**config.mk**
```make
export PLATFORM = sky130hd
export DESIGN_NAME = cpc_bus_initiator
export DESIGN_NICKNAME = d
export VERILOG_FILES = /design/src/rtl/cpc_bus_pkg.sv /design/src/rtl/cpc_wait_timer.sv /design/src/rtl/cpc_bus_initiator.sv
export SDC_FILE = /design/constraint.sdc
export NUM_CORES = 1
export LEC_CHECK = 0
export BUFFER_PORTS_ARGS = -buffer_cell sky130_fd_sc_hd__clkbuf_2
export CAP_MARGIN = 10
export CORE_ASPECT_RATIO = 0.75
export CORE_UTILIZATION = 35
export CTS_BUF_LIST = sky130_fd_sc_hd__clkbuf_8
export CTS_CLUSTER_SIZE = 25
export DETAILED_ROUTE_END_ITERATION = 10
export GPL_ROUTABILITY_DRIVEN = 0
export HOLD_SLACK_MARGIN = 0.06
export PLACE_DENSITY = 0.67
export SLEW_MARGIN = 20
export SYNTH_ARGS = -nofsm -noshare
export SYNTH_HDL_FRONTEND = slang
export SYNTH_SLANG_ARGS = --single-unit
```
**constraint.sdc**
```tcl
create_clock -name clk -period 3.3 [get_ports clk]
set_clock_uncertainty 0.15 [all_clocks]
set_input_delay 0.495 -clock clk [delete_from_list [all_inputs] [get_ports clk]]
set_output_delay 0.495 -clock clk [all_outputs]
set_load 0.1 [all_outputs]
```
**src/rtl/cpc_bus_pkg.sv**
```systemverilog
// Shared definitions for the CPC expansion-bus initiator: op codes, FSM states,
// the bank-select port constants and the bank-write decode rule.
package cpc_bus_pkg;

  typedef enum logic [1:0] {
    OP_MEM_RD = 2'b00,
    OP_MEM_WR = 2'b01,
    OP_IO_WR  = 2'b10,
    OP_BANK   = 2'b11
  } cpc_op_e;

  typedef enum logic [2:0] {
    ST_IDLE = 3'd0,
    ST_T1   = 3'd1,
    ST_T2   = 3'd2,
    ST_TWIO = 3'd3,
    ST_TW   = 3'd4,
    ST_T3   = 3'd5
  } cpc_state_e;

  localparam logic [15:0] BANK_PORT_ADR   = 16'h7F00;
  localparam logic [1:0]  BANK_CMD_PREFIX = 2'b11;

  // The RAM expansion CPLD only decodes A15 low and a 0b11xxxxxx data byte.
  function automatic logic bank_write_hit(input logic [15:0] adr, input logic [7:0] wdata);
    return (adr[15] == 1'b0) && (wdata[7:6] == BANK_CMD_PREFIX);
  endfunction

endpackage

```
**src/rtl/cpc_wait_timer.sv**
```systemverilog
// Saturating wait-state counter; o_expired flags that the current TW cycle is
// the LIMIT-th one, so a still-low ready on this cycle ends the bus cycle.
module cpc_wait_timer #(
  parameter int unsigned LIMIT = 255
) (
  input  logic clk,
  input  logic reset_b,
  input  logic i_clear,
  input  logic i_enable,
  output logic o_expired
);

  logic [7:0] r_count;

  always_ff @(posedge clk or negedge reset_b) begin
    if (!reset_b) begin
      r_count <= 8'd0;
    end else if (i_clear) begin
      r_count <= 8'd0;
    end else if (i_enable && (r_count != 8'hFF)) begin
      r_count <= r_count + 8'd1;
    end
  end

  assign o_expired = (r_count >= 8'(LIMIT - 1));

endmodule

```
**src/rtl/cpc_bus_initiator.sv**
```systemverilog
// CPC expansion-bus initiator: runs one Z80-style bus cycle per accepted request
// and shadows the last bank-select value written to the RAM expansion.
module cpc_bus_initiator
  import cpc_bus_pkg::*;
#(
  parameter int unsigned WAIT_MAX = 255
) (
  input  logic        clk,
  input  logic        reset_b,
  // A request transfers on a rising edge where req_valid and req_ready are both high;
  // req_ready is high only in IDLE; rsp_valid is a one-cycle pulse with no back-pressure.
  input  logic        req_valid,
  output logic        req_ready,
  input  logic [1:0]  req_op,
  input  logic [15:0] req_addr,
  input  logic [7:0]  req_wdata,
  input  logic [5:0]  req_bank,
  output logic        rsp_valid,
  output logic [7:0]  rsp_rdata,
  output logic        rsp_err,
  output logic [15:0] adr,
  output logic [7:0]  data_out,
  output logic        data_oe,
  input  logic [7:0]  data_in,
  output logic        mreq_b,
  output logic        iorq_b,
  output logic        rd_b,
  output logic        wr_b,
  output logic        ramrd_b,
  input  logic        ready,
  output logic [5:0]  bank_q,
  output cpc_state_e  o_dbg_state
);

  cpc_state_e  r_state;
  cpc_state_e  w_next;
  cpc_op_e     r_op;
  logic [15:0] r_adr;
  logic [7:0]  r_wdata;
  logic [7:0]  r_rsp_rdata;
  logic [5:0]  r_bank;
  logic        r_err;
  logic        r_rsp_valid;
  logic        r_rsp_err;
  logic        w_accept;
  logic        w_is_io;
  logic        w_is_rd;
  logic        w_strobe_act;
  logic        w_expired;
  logic        w_timeout;

  assign w_accept     = (r_state == ST_IDLE) && req_valid;
  assign w_is_io      = (r_op == OP_IO_WR) || (r_op == OP_BANK);
  assign w_is_rd      = (r_op == OP_MEM_RD);
  assign w_strobe_act = (r_state == ST_T2) || (r_state == ST_TWIO) ||
                        (r_state == ST_TW) || (r_state == ST_T3);
  assign w_timeout    = (r_state == ST_TW) && !ready && w_expired;

  cpc_wait_timer #(.LIMIT(WAIT_MAX)) u_wait_timer (
    .clk       (clk),
    .reset_b   (reset_b),
    .i_clear   (r_state == ST_T1),
    .i_enable  (r_state == ST_TW),
    .o_expired (w_expired)
  );

  always_ff @(posedge clk or negedge reset_b) begin
    if (!reset_b) begin
      r_state <= ST_IDLE;
    end else begin
      r_state <= w_next;
    end
  end

  always_comb begin
    w_next = r_state;
    case (r_state)
      ST_IDLE: if (req_valid) w_next = ST_T1;
      ST_T1:   w_next = ST_T2;
      ST_T2:   w_next = w_is_io ? ST_TWIO : (ready ? ST_T3 : ST_TW);
      ST_TWIO: w_next = ready ? ST_T3 : ST_TW;
      ST_TW:   if (ready || w_expired) w_next = ST_T3;
      ST_T3:   w_next = ST_IDLE;
      default: w_next = ST_IDLE;
    endcase
  end

  // Strobes decode straight from state so an async reset releases them at once.
  always_comb begin
    mreq_b  = 1'b1;
    iorq_b  = 1'b1;
    rd_b    = 1'b1;
    wr_b    = 1'b1;
    ramrd_b = 1'b1;
    if (w_strobe_act) begin
      if (w_is_io) begin
        iorq_b = 1'b0;
        wr_b   = 1'b0;
      end else begin
        mreq_b = 1'b0;
        if (w_is_rd) begin
          rd_b    = 1'b0;
          ramrd_b = 1'b0;
        end else begin
          wr_b = 1'b0;
        end
      end
    end
  end

  always_ff @(posedge clk or negedge reset_b) begin
    if (!reset_b) begin
      r_op        <= OP_MEM_RD;
      r_adr       <= 16'h0000;
      r_wdata     <= 8'h00;
      r_err       <= 1'b0;
      r_rsp_valid <= 1'b0;
      r_rsp_rdata <= 8'h00;
      r_rsp_err   <= 1'b0;
      r_bank      <= 6'd0;
    end else begin
      r_rsp_valid <= 1'b0;
      if (w_accept) begin
        r_op    <= cpc_op_e'(req_op);
        r_err   <= 1'b0;
        if (cpc_op_e'(req_op) == OP_BANK) begin
          r_adr   <= BANK_PORT_ADR;
          r_wdata <= {BANK_CMD_PREFIX, req_bank};
        end else begin
          r_adr   <= req_addr;
          r_wdata <= req_wdata;
        end
      end
      if (w_timeout) begin
        r_err <= 1'b1;
      end
      if (r_state == ST_T3) begin
        r_rsp_valid <= 1'b1;
        r_rsp_rdata <= w_is_rd ? data_in : 8'h00;
        r_rsp_err   <= r_err;
        if (w_is_io && bank_write_hit(r_adr, r_wdata)) begin
          r_bank <= r_wdata[5:0];
        end
      end
    end
  end

  assign req_ready   = (r_state == ST_IDLE);
  assign data_oe     = (r_state != ST_IDLE) && !w_is_rd;
  assign adr         = r_adr;
  assign data_out    = r_wdata;
  assign rsp_valid   = r_rsp_valid;
  assign rsp_rdata   = r_rsp_rdata;
  assign rsp_err     = r_rsp_err;
  assign bank_q      = r_bank;
  assign o_dbg_state = r_state;

endmodule

```
# After elaboration in Yosys (flattened, before gate mapping)
# Cells that the tools add are included.
word_totals:
  word_cells: 69
  out_inout_bits: 50
  inputBits: 44
  regBits: 54
op_classes:
  order_cmp: 1
  reduce_logical: 21
  mux: 23
  bitwise: 1
  eq_ne: 12
  addsub: 1
ops:
  columns: ["operator", "n"]
  rows:
  - ["two-way mux 8 bit", 4]
  - ["two-way mux 16 bit", 1]
  - ["one-hot mux 3 bit (5 select lines)", 1]
  - ["two-way mux 1 bit", 14]
  - ["two-way mux 3 bit", 3]
  - ["adder 8 x 1 -> 8 bit (second input constant)", 1]
  - ["equality test 2 bit (second input constant)", 4]
  - ["greater-or-equal comparator 8 bit (second input constant)", 1]
  - ["inequality test 8 bit (second input constant)", 1]
  - ["logical AND 1 bit", 7]
  - ["equality test 3 x 2 -> 1 bit (second input constant)", 2]
  - ["equality test 3 bit (second input constant)", 2]
  - ["logical OR 1 bit", 5]
  - ["inequality test 2 bit (second input constant)", 2]
  - ["AND reduction 2 bit", 2]
  - ["nonzero test 2 bit", 2]
  - ["equality test 3 x 1 -> 1 bit (second input constant)", 1]
  - ["zero test 3 bit", 1]
  - ["nonzero test 3 bit", 1]
  - ["zero test 1 bit", 2]
  - ["zero test 2 bit", 1]
  - ["inverter 1 bit", 1]

# Depth between registers and ports, before layout
# Gate-level depths: netlist (run 1).
logic_depth:
  word_depth: 5
  mapped_depth: 6
  depth_no_buf: 6

# Modules after synthesis
# From an unflattened synthesis (run 1), not the netlist that was laid out.
unflattened:
  hier_cells: 261
  area_unflattened_um2: 2497.4
modules_own_cells:
  columns: ["module", "area_each_um2", "cells_per_inst", "seq_area_each_um2", "n_inst"]
  rows:
  - ["cpc_bus_initiator", 2004.4, 209, 1151.1, 1]
  - ["cpc_wait_timer", 493.0, 52, 200.2, 1]

# Worst setup path after synthesis (run 1)
# No wires, ideal clock.
synth_timing:
  path_type: "reg-to-output"
  startpoint: "reg r_state[1] (netlist: o_dbg_state[1])"
  endpoint: "out data_oe"
  path_stages_with_launch: 4
  path_slack_ns: -0.635
  t_arrival_ns: 3.290
  n_path_buf: 1
  t_required_ns: 2.655
  cell_sequence: "dfrtp_1 buf_2 nor3_2 nor2_1"
synth_between:
  elab_chain_cells: 2
synth_rtl:
  columns: ["item", "line", "source"]
  rows:
  - ["from (decl)", "cpc_bus_initiator.sv:35", "cpc_state_e r_state;"]
  - ["from (signal assigned)", "cpc_bus_initiator.sv:71", "r_state <= w_next;"]
  - ["nonzero test 3 bit", "cpc_bus_initiator.sv:149", "assign data_oe = (r_state != ST_IDLE) && !w_is_rd;"]
  - ["logical AND 1 bit", "cpc_bus_initiator.sv:149", null]
  - ["to (decl)", "cpc_bus_initiator.sv:23", "output logic data_oe,"]
# No other way between the ends.

# Worst setup path in the final report (run 1)
layout_timing:
  startpoint: "reg r_op[1]"
  endpoint: "out rd_b"
layout_between:
  elab_chain_cells: 4
  word_cells_on_any_way: 7
  classes_between: "2 x eq/ne; 3 x mux; 2 x reduce/logical"
layout_rtl:
  columns: ["item", "line", "source"]
  rows:
  - ["from (decl)", "cpc_bus_initiator.sv:37", "cpc_op_e r_op;"]
  - ["from (signal assigned)", "cpc_bus_initiator.sv:124", "r_op <= cpc_op_e'(req_op);"]
  - ["zero test 2 bit or equality test 2 bit (tied branches)", "cpc_bus_initiator.sv:54, cpc_bus_initiator.sv:53", null]
  - ["two-way mux 1 bit or logical OR 1 bit (tied branches)", "cpc_bus_initiator.sv:101, cpc_bus_initiator.sv:53", null]
  - ["two-way mux 1 bit (*)", "cpc_bus_initiator.sv:96", "if (w_is_io) begin"]
  - ["two-way mux 1 bit (*)", "cpc_bus_initiator.sv:95", "if (w_strobe_act) begin"]
  - ["to (decl)", "cpc_bus_initiator.sv:27", "output logic rd_b,"]
# Every way passes the cells marked *; elsewhere a longest branch is shown, timed or not.

==> flow_results.org, run 1 <==
** Status
- Run status :: finished, violations left
- Violations in the final reports :: design-rule violations

** Timing
- Final worst path period share :: 74.2%
- Unrepaired setup endpoints after global routing :: no
- Timing would allow up to 0.408 GHz.
- After layout, the minimum clock period comes to 2450 ps.
- The number of max-slew violations in the final report is 0.
- Headroom to the max-slew limit came out at slightly below 40%.
- Number of setup violations in the final report :: 0
- The number of endpoints with negative hold slack in the final report was 0.
- Adding up every negative setup slack in the final design gives 0 ps.
- At the pin with the least slew margin, the transition time is approximately 910 ps.

** Placement
- Input and output buffers added on the ports amount to 93.
- Detailed placement finished with a half-perimeter wire length of 3.89 mm.

** CTS
- The number of hold buffers added after CTS was 0.
- Total number of clock tree sinks :: 54
- TritonCTS built the clock tree.
- Number of levels in the clock H-tree :: 2
- The cell sitting at the root of the clock tree is a clkbuf_8.
- CTS-repair resized insts :: 0
- CTS buffer count :: 5
- Number of buffers added for setup after CTS :: 0
- Source-to-sink clock delay at the later pin of the worst-skew pair :: 300 ps
- Clock-pin slew on the worst setup and hold paths :: around 90 ps
- Worst-case clock buffer depth :: 2

** Logic synthesis
- In this run, synthesis produced a sequential element count of 54.
- Cell type with the highest aggregate area in the netlist :: dfrtp_1
- In the synthesized netlist the dominant register cell turns out to be dfrtp_1.
- When the netlist entered floorplanning its net count stood at about 290.
- The mapped netlist covers 0.00242 sq mm.
- Each instance of the synthesized netlist takes up on average about 10 sq um.
- After synthesis, the netlist uses 40 different library cells.
- Leading post-synthesis cells by instance count :: 57 x nand2_1, 54 x dfrtp_1, 32 x o21ai_1, 19 x nor2_1, 8 x mux2i_1
- Total number of yosys warnings :: 0
- Ranked by total cell area, the synthesized netlist is headed by dfrtp_1 56%, nand2_1 8.8%, o21ai_1 6.6%, mux2i_1 3.3%, mux2_1 3.3%.
- For this run, the register share of the synthesized area comes to 55.8%.
- Among all cell types in the netlist, the one instantiated most often is nand2_1.
- Area share of the largest cell type after synthesis :: between 50% and 60%
- Synthesis produced a netlist whose cell count is 245.
- Fraction of registers with async set/reset :: 100%
- EDFF count, synth :: 0

** Detailed routing
- Vias per cell :: between 4 and 5
- The routed layout has 1,926 vias.
- After detailed routing, the average wire length per cell comes to 12.2 microns.
- Number of DRC markers after the initial detailed-route iteration :: 79
- For this run, design rule violations remaining after detail routing come to 10.
- Detailed-router iteration count before antenna repair :: 7
- Number of antenna-violating nets in the routed design :: 0
- Routed wire length :: 5.11 mm

** Floorplan
- Die area :: 0.00726 sq mm
- In this run the core area contains 25 standard-cell rows.
- Pin placement for this block handled 94 I/O pins.
- In this run the horizontal extent of the chip is 98.1 microns.
- Core area :: 0.00651 sq mm
- Measured along the y axis, the die boundary spans 74.0 microns.
- Starting density of the core :: 37.2%

** Global routing
- Largest net degree at the start of global routing :: 52
- Via count of the first global-routing pass :: 1,804
- The first global-routing pass estimated 8.60 mm of wire.
- Overflow after GRT :: 0
- Initial antenna violation count :: 0
- GRT Util Overall :: about 15%

** Final layout
- The number of antenna diodes in the final layout is 0.
- In the final layout, the multi-input gates occupy 0.00101 sq mm.
- Sequential cell area :: 0.00135 sq mm
- Cells with a size suffix above 1 make up between 30% and 40% of the layout.
- Fill cells in the final layout number 623.
- Number of nets at the end of the flow :: between 300 and 400
- The area growth from synthesis to layout is 25.4%.

** Critical path
- Setup slack on the worst reg-to-reg path comes out at 1250 ps.
- Origin of the worst setup path :: r_op[1]
- Along the worst path, the maximum fanout reaches 10.
- The worst setup path is captured at an output pin.
- Launch instance of the worst register-to-register path :: o_dbg_state[1]
- Counting cells, the worst reg-to-reg path comes to 3.
- At the worst endpoint, the arrival time is 1800 ps.
- Sort of element at the start of the critical path :: flip-flop
- By startpoint and endpoint, the worst setup path is classified as flip-flop to output pin.
- In this run the critical register-to-register path is captured at r_op[1].
- For the worst setup path, the data required time is about 2700 ps.

** Hold path
- The path class of the tightest hold or removal check is input port to async pin.

** Flow run
- The tool flagged a number of max-cap violations equal to 0.
metal layers:
metal  global-route usage, %  share of wire, %  up-vias
li1                        -                 -     1012
met1                    20.8                49      845
met2                    23.9                44       67
met3                    4.14               6.4        2
met4                    4.04              0.69        0
met5                       0                 0        -
stage by stage:
step | hold slack, ps | setup slack [ps] | util, % | std cells | instance area [sq um]
floorplan | 49.4 | 62.3 | - | 245 | 2430
detailed placement | 327 | 1140 | 45.2 | 409 | 2940
finish | 152 | 850 | 46.7 | 417 | 3040
CTS | 198 | 792 | 46.7 | 417 | 3040
global placement | 317 | 1180 | 45.2 | 409 | 2940
global route | 239 | 658 | 46.7 | 417 | 3040
cell families after synthesis:
logic type | Yosys count | share of synthesized area [%]
AND/OR/NAND/NOR | 110 | 21.5
flip-flops | 54 | 55.8
AO/OA/AOI/OAI | 48 | 10.8
multiplexers | 17 | 7.64
buffers and inverters | 13 | 2.89
adder cells (fa/ha/maj) | 2 | 1.03
XOR/XNOR | 1 | 0.362
critical path, cell delays in order (launching register included):
cell      delay (ps)
dfrtp_1          470
nor2_1           500
nand2_1          130
clkbuf_2         400
layout make-up:
type / count / share of cell area (%)
Inverter: 2 / 0.247
Clock inverter: 2 / 0.412
Multi-Input combinational cell: 178 / 33.2
Clock buffer: 6 / 2.72
Timing Repair Buffer: 94 / 15.6
Sequential cell: 54 / 44.5
Tap cell: 81 / 3.34
placed cells by master, fill, tap and decap left out, drive strengths merged, types with 2 or more instances in the layout:
cell    netlist  routed
inv           2       2
mux2i         8       8
dfrtp        54      54
nor2         20      20
a21oi         4       4
nand2b        4       4
ha            2       2
nand2        59      59
nor3          7       7
nor3b         2       2
nor2b         3       3
mux2          9       9
o21ai        39      39
nand3         7       7
clkbuf        5      99
sequential cells by signal (all words and copies together) (netlist names):
name                  count
rsp_rdata                 8
bank_q                    6
o_dbg_state               3
rsp_err                   1
u_wait_timer.r_count      8
rsp_valid                 1
adr                      16
r_op                      2
data_out                  8
r_err                     1
how the worst max path moves through the flow:
stage	slack (ps)	depth (start not counted)	end
2_1_floorplan	60	4	rd_b
3_3_place_gp	1180	3	rd_b
3_5_place_dp	1140	3	rd_b
4_1_cts	790	3	rd_b
5_1_grt	660	3	wr_b
6_report	850	3	rd_b
Power of run 1 is not shown: default switching activity piles up to over one toggle a cycle in this logic, so the estimate is an artifact.
==> run 2: changes to the inputs <==
ABC_AREA = 1   (was not set)
PLACE_DENSITY = 0.66   (was 0.67)
clock period = 2.31 ns   (was 3.3 ns; I/O delays follow)
==> flow_results.org, run 2 <==
** Logic synthesis
- The cell area after synthesis is 0.00253 sq mm (was 0.00242 sq mm).
- Primary FF master, synth :: dfrtp_1 (unchanged)
- The post-synthesis cell count was 300 (was 245).
- Syn_area_per_cell :: 8.43 sq um (was 9.89 sq um)
- Number of synthesized register bits :: 54 (unchanged)
- Ranking of synthesized cells by area :: dfrtp_1 53%, nand2_1 14%, nor2_1 5.5%, o21ai_2 3.8%, o21ai_0 3.2% (was dfrtp_1 56%, nand2_1 8.8%, o21ai_1 6.6%, mux2i_1 3.3%, mux2_1 3.3%)
- Leading post-synthesis cells by instance count: 97 x nand2_1, 54 x dfrtp_1, 37 x nor2_1, 21 x inv_1, 16 x o21ai_0 (was 57 x nand2_1, 54 x dfrtp_1, 32 x o21ai_1, 19 x nor2_1, 8 x mux2i_1).
- The count of warnings emitted by yosys was 0 (unchanged).
- The proportion of netlist area held by the largest area contributor came to 53.4% (was 55.8%).
- Cell type with the highest aggregate area in the netlist :: dfrtp_1 (unchanged)
- The async set or reset register ratio after synthesis was 100% (unchanged).
- The number of different library cells in the post-synthesis netlist was 27 (was 40).
- Most instantiated library cell after synthesis :: nand2_1 (unchanged)
- Seq/Total Area, Yosys :: 53.4% (was 55.8%)
- EDFF count, synth :: 0 (unchanged)
- Syn nets :: 346 (was 291)

** CTS
- Buffer cell driving the clock tree root :: clkbuf_8 (unchanged)
- The number of sinks handled by clock tree synthesis is 54 (unchanged).
- Worst-case clock buffer depth :: 2 (unchanged)
- CTS buffer count :: 5 (unchanged)
- The number of H-tree levels is 2 (unchanged).
- Clock-pin slew on the worst setup and hold paths :: 100 ps (was 90 ps)
- The number of setup buffers added after CTS was 0 (unchanged).
- The TritonCTS clock tree is done (unchanged).
- The clock insertion delay at the later pin of the skew report was 300 ps (about the same).

** Floorplan
- # rows :: 26 (was 25)
- Die area :: 0.00757 sq mm (was 0.00726 sq mm)
- Vert. Die Dim :: 75.6 microns (was 74.0 microns)
- Die Wd :: 100 microns (was 98.1 microns)
- Core area :: 0.00690 sq mm (was 0.00651 sq mm)
- Starting density of the core :: 36.7% (was 37.2%)
- The I/O pin count is 94 (unchanged).

** Final layout
- Commonest cells after routing, fill and taps aside :: 96 x nand2_1, 88 x clkbuf_2, 51 x dfrtp_1 (was 93 x clkbuf_2, 57 x nand2_1, 54 x dfrtp_1)
- Growth of design area from synthesis to finish :: 29.7% (was 25.4%)
- The number of flip-flops in the largest register came to 16 (unchanged).
- Post-layout utilization of the core :: 47.6% (was 46.7%)
- The proportion of layout cells with a drive suffix above 1 came to 34.6% (was 33.3%).
- The most frequent standard cell in the layout excluding fill and tap cells was nand2_1 (was clkbuf_2).
- The number of filler cells placed in the layout is 708 (was 623).
- Number of diodes added for antenna fixing :: 0 (unchanged)
- The number of nets in the finished design was 441 (was 381).

** Detailed routing
- The via count of the routed design was 2,258 (was 1,926).
- Routed wire length :: 5.87 mm (was 5.11 mm)
- The vias per cell is 4.57 (was 4.62).
- Detailed-router iteration count before antenna repair :: 5 (was 7)
- The antenna violation net count after detailed routing came to 0 (unchanged).
- Number of DRC markers after the initial detailed-route iteration :: 153 (was 79)
- Avg WL per Cell :: 11.9 microns (was 12.2 microns)
- Drc violations :: 0 (was 10)

** Timing
- Unrepaired setup endpoints after global routing :: no (unchanged)
- Least setup slack across all paths after layout :: 158 ps (was 850 ps)
- Number of pins with negative max-slew slack in the final report :: 0 (unchanged)
- The accumulated negative setup slack was 0 ps (unchanged).
- Final count of hold timing violations :: 0 (unchanged)
- The headroom to the max-slew limit is 62.5% (was 39.1%).
- Number of setup violations in the final report :: 0 (unchanged)
- Final min period :: 2150 ps
- Maximum operating frequency :: 0.465 GHz
- Final worst path period share :: 93.2%
- The actual slew at the worst max-slew pin was 564 ps (was 913 ps).
- Worst hold slack across all endpoints :: 111 ps (was 152 ps)

** Global routing
- The aggregate global-route resource usage is 16.3% (was 15.1%).
- The pin count of the biggest net entering global routing was 55 (was 52).
- The number of global-route vias before repair is 1,970 (was 1,804).
- Initial antenna violation count :: 0 (unchanged)
- The residual overflow from global routing is 0 (unchanged).
- First-pass GRT wire length :: 9.54 mm (was 8.60 mm)

** Placement
- The half-perimeter wire length after detailed placement was 4.41 mm (was 3.89 mm).
- The number of input and output port buffers inserted is 93 (unchanged).
- Post-placement worst setup slack :: 354 ps (was 1140 ps)

** Critical path
- The path type of the worst setup path is flip-flop to output pin (unchanged).
- Crit path required time :: 1810 ps (was 2650 ps)
- The endpoint arrival time on the critical path is 1660 ps (was 1800 ps).
- Crit Path Max Fanout :: 11 (was 10)
- The depth of the most critical reg-to-reg path came to 7 (was 3).
- Sort of element at the start of the critical path :: flip-flop (unchanged)
- The category of the worst setup path capture point is an output pin (unchanged).

** Flow run
- The count of max-cap constraint violations was 0 (unchanged).

** Hold path
- The worst hold path was traced through 3 stages.
- Hold crit path type :: input port to flip-flop (was input port to async pin)

** Status
- Run status: finished clean (was finished, violations left).
## run 2: timing repair
item,CTS,global route
gates resized for setup,0,1
hold buffers,1,0
hold endpoints to repair,54,0
endpoints found under the setup margin,0,5
## run 2: logic make-up after synthesis
kind of cell | share of synthesized area [%]
buffers and inverters | 7.37
AND/OR/NAND/NOR | 26.9
flip-flops | 53.4
AO/OA/AOI/OAI | 10.6
adder cells (fa/ha/maj) | 0.989
XOR/XNOR | 0.693
## run 2: critical path, stage by stage (launching register included)
cell and delay, ps:
dfrtp_4 510, nand2_1 120, nor2_2 50, inv_2 160
nand3_2 180, nand2_1 160, buf_12 180
## run 2: layout make-up
class / count / area (sq um) / share of cell area (%)
Inverter: 26 / 97.6 / 2.98
Clock buffer: 5 / 68.8 / 2.10
Clock inverter: 3 / 17.5 / 0.534
Timing Repair Buffer: 99 / 601 / 18.3
Tap cell: 98 / 123 / 3.74
Sequential cell: 54 / 1360 / 41.5
Multi-Input combinational cell: 209 / 1010 / 30.8
## run 2: per-stage QoR
stage	instance area [sq um]	cells
floorplan	2560	300
global route	3280	494
finish	3280	494
detailed placement	3180	485
CTS	3270	494
global placement	3180	485
## run 2: metal layers
layer	wire length [microns]	GRT usage [%]	up-vias
met5	0	0	-
met4	61	5.31	0
met3	397	3.58	4
met2	2480	24.5	91
met1	2930	23.7	1030
li1	-	-	1133
## run 2: path summary, 6_finish.rpt
check / startpoint / to / slack, ps
worst max-delay path: o_dbg_state[0] / mreq_b / 160
worst min-delay path: req_op[0] / r_op[0] / 110
worst max register to register: o_dbg_state[1] / bank_q[2] / 510
worst min register to register: bank_q[3] / bank_q[3] / 340
max in group asynchronous: reset_b / o_dbg_state[2] / 1330
min in group asynchronous: reset_b / adr[9] / 420
Power of run 2 is left out for the same reason.
==> run 3: changes to the inputs <==
MAX_ROUTING_LAYER = met4   (was not set)
==> flow_results.org, run 3 (synthesis gave the netlist of run 2 again) <==
** Global routing
- The pin count of the biggest net entering global routing was 55 (unchanged).
- The aggregate global-route resource usage is 16.9% (was 16.3%).
- The first-pass GRT wire length came to 9.53 mm (was 9.54 mm).
- The residual overflow from global routing is 0 (unchanged).
- The initial antenna violation count was 0 (unchanged).
- The number of global-route vias before repair came to 1,970 (unchanged).

** Placement
- Post-placement worst setup slack :: 354 ps (unchanged)
- The instance area at placement came to 0.00318 sq mm (unchanged).
- Placed cells :: 485 (unchanged)
- The half-perimeter wire length after detailed placement was 4.41 mm (unchanged).
- The number of input and output port buffers inserted came to 93 (unchanged).

** Detailed routing
- The average detailed-routed wire length per instance is 11.9 microns (about the same).
- Vias after detailed routing :: 2,248 (was 2,258)
- Vias per cell :: 4.55 (was 4.57)
- Detailed-router iteration count before antenna repair :: 4 (was 5)
- Number of antenna-violating nets in the routed design :: 0 (unchanged)
- Drc violations :: 0 (unchanged)
- The number of DRC violations after detailed-routing iteration 0 came to 157 (was 153).
- The post-detailed-routing wire length is 5.88 mm (was 5.87 mm).

** Final layout
- The cell area after layout is 0.00328 sq mm (unchanged).
- Commonest cells after routing, fill and taps aside :: 96 x nand2_1, 88 x clkbuf_2, 51 x dfrtp_1 (unchanged)
- Growth of design area from synthesis to finish :: 29.7% (unchanged)
- The number of filler cells placed in the layout is 708 (unchanged).
- The number of flip-flops in the largest register was 16 (unchanged).
- The number of cells in the finished layout apart from fillers came to 494 (unchanged).
- Most common cell after layout, fill and taps aside :: nand2_1 (unchanged)
- The proportion of layout cells with a drive suffix above 1 came to 34.6% (unchanged).
- Number of diodes added for antenna fixing :: 0 (unchanged)
- The number of nets in the finished design came to 441 (unchanged).

** Timing
- The actual slew at the worst max-slew pin was 561 ps (was 564 ps).
- The final worst-path setup slack was 150 ps (was 158 ps).
- Unrepaired setup endpoints after global routing :: no (unchanged)
- The number of max-slew violations in the final report came to 0 (unchanged).
- The maximum clock frequency is 0.463 GHz (was 0.465 GHz).
- Number of setup violations in the final report :: 0 (unchanged)
- The headroom to the max-slew limit was 62.8% (was 62.5%).
- Final worst path period share :: 93.5% (was 93.2%)
- Final min period :: 2160 ps (was 2150 ps)
- Setup TNS :: 0 ps (unchanged)
- The number of endpoints with negative hold slack in the final report came to 0 (unchanged).

** Floorplan
- I/O pins :: 94 (unchanged)
- The standard-cell row count was 26 (unchanged).
- Core area :: 0.00690 sq mm (unchanged)
- The overall die area came to 0.00757 sq mm (unchanged).
- The vertical extent of the die came to 75.6 microns (unchanged).
- Die Wd :: 100 microns (unchanged)
- The initial core utilization is 36.7% (unchanged).

** Flow run
- Number of max-cap violations :: 0 (unchanged)

** CTS
- The number of clock buffers inserted by TritonCTS came to 5 (unchanged).
- Number of levels in the clock H-tree :: 2 (unchanged)
- Buffer cell driving the clock tree root :: clkbuf_8 (unchanged)
- The clock-pin slew on the worst setup and hold paths came to 100 ps (about the same).
- The number of sinks handled by clock tree synthesis was 54 (unchanged).
- Worst-case clock buffer depth :: 2 (unchanged)
- Source-to-sink clock delay at the later pin of the worst-skew pair :: 300 ps (about the same)
- CTS tree :: done (unchanged)
- The number of setup buffers added after CTS came to 0 (unchanged).

** Critical path
- Crit Path Max Fanout :: 6 (was 11)
- The category of the worst setup path capture point was an output pin (unchanged).
- Data arrival, critical path :: 1660 ps (about the same)
- Critical path type :: flip-flop to output pin (unchanged)
- Crit path required time :: 1810 ps (about the same)
- Sort of element at the start of the critical path :: flip-flop (unchanged)

** Hold path
- Hold crit path type :: input port to flip-flop (unchanged)

** Status
- Run status: finished clean (unchanged).
[run 3: cell counts in the layout (fill, tap and decap cells not counted)]
No cell type changed its count.
[run 3: through the flow]
step	util, %	hold WS [ps]
CTS	47.5	102
finish	47.6	111
detailed placement	46.1	226
floorplan	-	-99.1
global route	47.6	108
global placement	46.1	221
[run 3: what timing repair did]
| action | CTS | global route |
|---|---|---|
| setup endpoints to repair | 0 | 5 |
| resized for setup | 0 | 1 |
| hold endpoints to repair | 54 | 0 |
| hold buffers | 1 | 0 |
[run 3: metal layers]
metal,vias up,wire [microns],global-route usage (%)
met2,79,2490,24.5
li1,1134,-,-
met3,4,368,3.58
met4,0,61,5.31
met5,-,0,-
met1,1031,2950,23.7
[run 3: final timing paths]
| check | from | to | slack [ps] | cells after the start |
|---|---|---|---|---|
| max | o_dbg_state[0] | mreq_b | 150 | 5 |
| min | req_op[0] | r_op[0] | 110 | 3 |
| max reg2reg | o_dbg_state[1] | bank_q[2] | 510 | 7 |
| min reg2reg | bank_q[3] | bank_q[3] | 340 | 2 |
| max in group asynchronous | reset_b | o_dbg_state[2] | 1330 | 3 |
| min in group asynchronous | reset_b | adr[9] | 420 | 3 |
[run 3: layout make-up]
type | instances | area [sq um] | share of cell area [%]
well taps | 98 | 123 | 3.74
clock inverters | 3 | 17.5 | 0.534
repair buffers | 99 | 601 | 18.3
flip-flops and latches | 54 | 1360 | 41.5
multi-input cells | 209 | 1010 | 30.8
clock buffers | 5 | 68.8 | 2.10
inverters | 26 | 97.6 | 2.98
[run 3: worst max-delay path, stage by stage (launching register included)]
cell     delay, ps
dfrtp_4        510
nor2_1         210
nand2_1        160
nand3_2        180
nand2_1        120
buf_12         180
Power of run 3 is left out for the same reason.
